[src/rtl/rom_loader_pkg.sv]
// Shared definitions for the boot loader: FSM encoding, sync marker, frame layout.
package rom_loader_pkg;

   typedef enum logic [2:0] {
      S_IDLE  = 3'd0,
      S_LEN_H = 3'd1,
      S_LEN_L = 3'd2,
      S_DATA  = 3'd3,
      S_CHECK = 3'd4,
      S_DONE  = 3'd5,
      S_ERR   = 3'd6
   } state_t;

   localparam logic [7:0] SYNC_BYTE_DEF = 8'hA5;

   // Byte offsets within a frame; the checksum follows the LEN payload bytes.
   localparam int OFF_SYNC    = 0;
   localparam int OFF_LEN_HI  = 1;
   localparam int OFF_LEN_LO  = 2;
   localparam int OFF_PAYLOAD = 3;

endpackage

[src/rtl/rom_loader_ckpt.sv]
// Running XOR accumulator for the frame checksum; clear wins over enable.
module rom_loader_ckpt (
   input  logic       clk,
   input  logic       rst,
   input  logic       clr,
   input  logic       en,
   input  logic [7:0] din,
   output logic [7:0] acc
);

   // Accumulate payload bytes; restart from zero at each new payload.
   always_ff @(posedge clk) begin
      if (rst)
         acc <= 8'h00;
      else if (clr)
         acc <= 8'h00;
      else if (en)
         acc <= acc ^ din;
   end

endmodule

[src/rtl/rom_loader.sv]
// Framed byte-stream boot loader: writes the payload into ROM from address 0
// and releases the core only once length and checksum have both checked out.
module rom_loader
   import rom_loader_pkg::*;
#(
   parameter int         ADDR_BITS = 10,
   parameter logic [7:0] SYNC_BYTE = SYNC_BYTE_DEF
) (
   input  logic                 clk,
   input  logic                 rst,
   input  logic                 rx_valid,
   input  logic [7:0]           rx_data,
   output logic                 rx_ready,
   output logic                 mem_we,
   output logic [ADDR_BITS-1:0] mem_addr,
   output logic [7:0]           mem_wdata,
   output logic                 core_rst,
   output logic                 done,
   output logic                 error
);

   // Largest legal LEN: exactly fills the ROM.
   localparam logic [16:0] MAX_LEN = 17'd1 << ADDR_BITS;

   state_t               state, state_nx;
   logic [7:0]           len_hi;
   logic [15:0]          len;
   logic [ADDR_BITS:0]   count;   // one extra bit so a full ROM count is representable
   logic [7:0]           chk;
   logic                 xfer;
   logic [16:0]          len_rx;
   logic [16:0]          count_inc;
   logic                 is_sync;

   assign xfer      = rx_valid & rx_ready;
   assign is_sync   = (rx_data == SYNC_BYTE);
   assign len_rx    = {1'b0, len_hi, rx_data};
   assign count_inc = 17'(count) + 17'd1;

   rom_loader_ckpt u_ckpt (
      .clk (clk),
      .rst (rst),
      .clr (xfer && (state == S_LEN_L)),
      .en  (xfer && (state == S_DATA)),
      .din (rx_data),
      .acc (chk)
   );

   // State register.
   always_ff @(posedge clk) begin
      if (rst)
         state <= S_IDLE;
      else
         state <= state_nx;
   end

   // Next-state logic; core reset and status flags decode from the current state.
   always_comb begin
      state_nx = state;
      core_rst = 1'b1;
      done     = 1'b0;
      error    = 1'b0;
      case (state)
         S_IDLE:  if (xfer && is_sync) state_nx = S_LEN_H;
         S_LEN_H: if (xfer) state_nx = S_LEN_L;
         S_LEN_L: begin
            if (xfer) begin
               if (len_rx > MAX_LEN)
                  state_nx = S_ERR;
               else if (len_rx == 17'd0)
                  state_nx = S_CHECK;
               else
                  state_nx = S_DATA;
            end
         end
         S_DATA:  if (xfer && (count_inc == {1'b0, len})) state_nx = S_CHECK;
         S_CHECK: if (xfer) state_nx = (rx_data == chk) ? S_DONE : S_ERR;
         S_DONE: begin
            core_rst = 1'b0;
            done     = 1'b1;
            if (xfer && is_sync) state_nx = S_LEN_H;
         end
         S_ERR: begin
            error = 1'b1;
            if (xfer && is_sync) state_nx = S_LEN_H;
         end
         default: state_nx = S_IDLE;
      endcase
   end

   // Length capture, payload counter, registered ROM write port and ready.
   always_ff @(posedge clk) begin
      if (rst) begin
         rx_ready  <= 1'b0;
         len_hi    <= 8'h00;
         len       <= 16'h0000;
         count     <= '0;
         mem_we    <= 1'b0;
         mem_addr  <= '0;
         mem_wdata <= 8'h00;
      end else begin
         rx_ready <= 1'b1;
         mem_we   <= xfer && (state == S_DATA);
         if (xfer && (state == S_LEN_H))
            len_hi <= rx_data;
         if (xfer && (state == S_LEN_L)) begin
            len   <= len_rx[15:0];
            count <= '0;
         end
         if (xfer && (state == S_DATA)) begin
            count     <= count + (ADDR_BITS+1)'(1);
            mem_addr  <= count[ADDR_BITS-1:0];
            mem_wdata <= rx_data;
         end
      end
   end

endmodule

[config.mk]
export PLATFORM = sky130hd
export DESIGN_NAME = rom_loader
export DESIGN_NICKNAME = d
export VERILOG_FILES = /design/src/rtl/rom_loader_pkg.sv /design/src/rtl/rom_loader_ckpt.sv /design/src/rtl/rom_loader.sv
export SDC_FILE = /design/constraint.sdc
export NUM_CORES = 1
export LEC_CHECK = 0
export ABC_AREA = 1
export BUFFER_PORTS_ARGS = -buffer_cell sky130_fd_sc_hd__buf_2
export CORE_MARGIN = 2
export CORE_UTILIZATION = 50
export DETAILED_ROUTE_END_ITERATION = 7
export GPL_TIMING_DRIVEN = 1
export HOLD_SLACK_MARGIN = 0.06
export PLACE_DENSITY = 0.7
export SLEW_MARGIN = 20
export SYNTH_ARGS = -nofsm -noshare
export SYNTH_HDL_FRONTEND = slang
export SYNTH_SLANG_ARGS = --single-unit
[constraint.sdc]
create_clock -name clk -period 2.05 [get_ports clk]
set_input_delay 0.1025 -clock clk [delete_from_list [all_inputs] [get_ports clk]]
set_output_delay 0.1025 -clock clk [all_outputs]
set_load 0.01 [all_outputs]
==> summary.md <==
| Metric | Value |
|---|---|
| Status | finished clean |
| Min-delay src | rx_data[6] |
| Num ports | 34 |
| Std cell rows | 28 |
| Worst slew pin tran | around 540 ps |
| DR WL/cell | 13.2 um |
| Final setup violating endpoints | 0 |
| Peak supply drop | 0.000518 V |
| Overflow after GRT | 0 |
| Initial core utilization | 51.2% |
| Post-synth top cells | dfxtp_1 (66), nand2_1 (65), a21oi_1 (45) |
| Synthesized area | ~3000 um^2 |
| Yosys top cell by area | dfxtp_1 |
| Min Tclk post-route | 1850 ps |
| Routed WL | 6.89 mm |
| TritonCTS clock tree | yes |
| Fill count | 555 |
| CTS H-tree depth | 3 |
| Met2 WL | 3.16 mm |
| GRT Total Usage | a little under a quarter |
| Post-route clock period utilization | 90.5% |
| Antenna Cells | 0 |
| Max Cap Violations | 0 |
| Critical Path RT | 2300 ps |
| Worst hold path class | input port to flip-flop |
| Via/cell ratio | 5.32 |
| RR Startpoint | count[0] |
| Port buffer count | 33 |
| Hpwl dp | 4.83 mm |
| Placed Area | ~3200 um^2 |
| Via count | 2,779 |
| Yosys reg bits | 66 |
| Die height | ~82 um |
| Fin. Hold Viols | 0 |
| R2R setup slack | 200 ps |
| Die W | 81.6 um |
| PwrDens | 758 nW/um^2 |
| Ys async rst share | 0% |
| Core area | approximately 5900 um^2 |
| Root Driver | clkbuf_8 |
| Fin worst setup slack | 195 ps |
| Leakage Power | between 1 and 1.5 nW |
| First-pass GRT wire length | 11.3 mm |
| Detailed Route Iter0 Violations | 123 |
| Ranking of synthesized cells by area | dfxtp_1 (44%), nand2_1 (8.1%), a21oi_1 (7.5%) |
| Clock Skew | 5.87 ps |
| Clock Path Buffers | 2 |
| Slowest CP cell | dfxtp_4 |
| DRT antenna net count | 0 |
| Seq/Total Area, Yosys | 43.9% |
| Fmax | approximately 540 MHz |
| Post-Syn Nets | 417 |
| Top-count cell post-synth | dfxtp_1 |
| Inserted Clock Buffers | 9 |
| DRT Pass-1 Iters | 5 |
| Avg Inst Size Synth | 7.44 um^2 |
| Routability cong. | 0.853 |
| CP startpoint kind | flip-flop |
| Clock Sinks | 66 |
| Layout Cells excl Fill | 522 |
| Die area | between 6000 and 7000 um^2 |
| Max Slew Vio Count | 0 |
| CP max stage delay | 380 ps |
| Setup CP Type | flip-flop to flip-flop |
| Top routing layer used | met4 |
| Crit. End Element | flip-flop |
| Metal-1 WL | between 3 and 4 mm |
| Final Util | between 60 and 70% |
| Arrival time at the worst endpoint | 2100 ps |
| Worst setup path start | count[0] |
| Slew Limit Headroom | 64.1% |
| PnR Total Power | 2.69 mW |
| Synth top area share | 43.9% |
| Cell count after placement | ~500 |
| # DRC | 0 |
| Initial antenna violation count | 0 |
| Layout cells sized above 1 | about a fifth |
| Vias in the first global route | 2,426 |
| Clk_lat worst skew | ~350 ps |
| Max FO, Critical Path | 5 |
| Met3 Routed Length | about 370 um |
| Post-synthesis cell type count | 34 |
| Layout net count | 454 |
| Post-synthesis cell count | 405 |
| Crit-path cells | ha_4 -> nand2_2 -> nor2_4 -> nand2_4 -> o21ai_2 -> buf_4 -> nand3b_1 -> nand2_1 -> nor2_1 -> nand3_1 -> nand2_2 -> nand2_2 -> nand2_1 -> nand2_1 -> nor2_1 |
| Synthesis Warnings | 0 |
| Area grow syn2layout | 18.0% |
| DP Worst Slack | between 80 and 90 ps |
| Post-route cell area | 3550 um^2 |
| Clock-pin slew on the worst setup and hold paths | 70 ps |
| Ys flop type | dfxtp_1 |
| Pin count of the biggest net entering global routing | 29 |
| Post-synth EDFFs | 0 |
==> critical path: cells and delay by family (launching register included) <==
family,cells,cell delay [ps]
compound gates,1,180
fa+ha+maj,1,160
buf+inv,1,140
flops,1,380
simple gates,12,910
==> layer usage <==
layer / global-route usage [%] / vias to the layer above
met4: 8.50 / 0
li1: - / 1424
met1: 28.7 / 1261
met3: 6.37 / 17
met5: 0 / -
met2: 36.3 / 77
==> registers in the layout, indices dropped and copies added, names as in the netlist, 3 cells and up <==
signal and count:
state 3, len 16, mem_addr 10, mem_wdata 8, count 11, len_hi 8, u_ckpt.acc 8
==> report_power, final <==
part,internal [mW],switching [mW]
Sequential,1.28,0.00109
Combinational,0.0227,0.0528
Clock,0.812,0.524
==> worst paths after layout <==
check                   to  cells past startpoint
max               state[1]                     15
min          u_ckpt.acc[6]                      4
max reg2reg       state[1]                     15
min reg2reg        len[15]                      2
==> cells by family after synthesis <==
family	synth area share [%]
buffers and inverters	8.52
adders and majority gates	0.415
AOI/OAI and AO/OA	20.6
DFF	43.9
and+or+nand+nor	23.2
xor gates and xnor gates	3.37
==> layout by cell type (no fill, tap or decap), drive strengths merged, types with 6 or more instances in the layout <==
master,instances
nand3,16
nor3,10
dfxtp,66
inv,50
xor2,6
buf,40
nor2,44
o32ai,9
nand4,7
clkbuf,10
nand2,68
o21ai,48
a21oi,45
==> stage by stage <==
step | hold WS (ps) | TNS, ps
2_1_floorplan | 178 | 0
3_3_place_gp | 432 | 0
3_5_place_dp | 425 | 0
4_1_cts | 73.6 | 0
5_1_grt | 99.3 | -78.1
6_report | 88.4 | 0
==> layout make-up <==
class / instances / area (um^2) / area share [%]
clock buffer: 10 / 128 / 3.59
timing repair buffer: 41 / 228 / 6.41
multi-input combinational: 274 / 1470 / 41.4
inverter: 50 / 188 / 5.28
clock inverter: 6 / 114 / 3.20
sequential: 66 / 1330 / 37.5
tap: 75 / 93.8 / 2.64
==> what timing repair did <==
item,4_1_cts,5_1_grt
buffers inserted,0,1
endpoints found under the hold margin,2,0
hold buffers,1,0
setup endpoints to repair,0,3
resized for setup,0,15
Note: power is estimated with default switching activity, not from simulation.
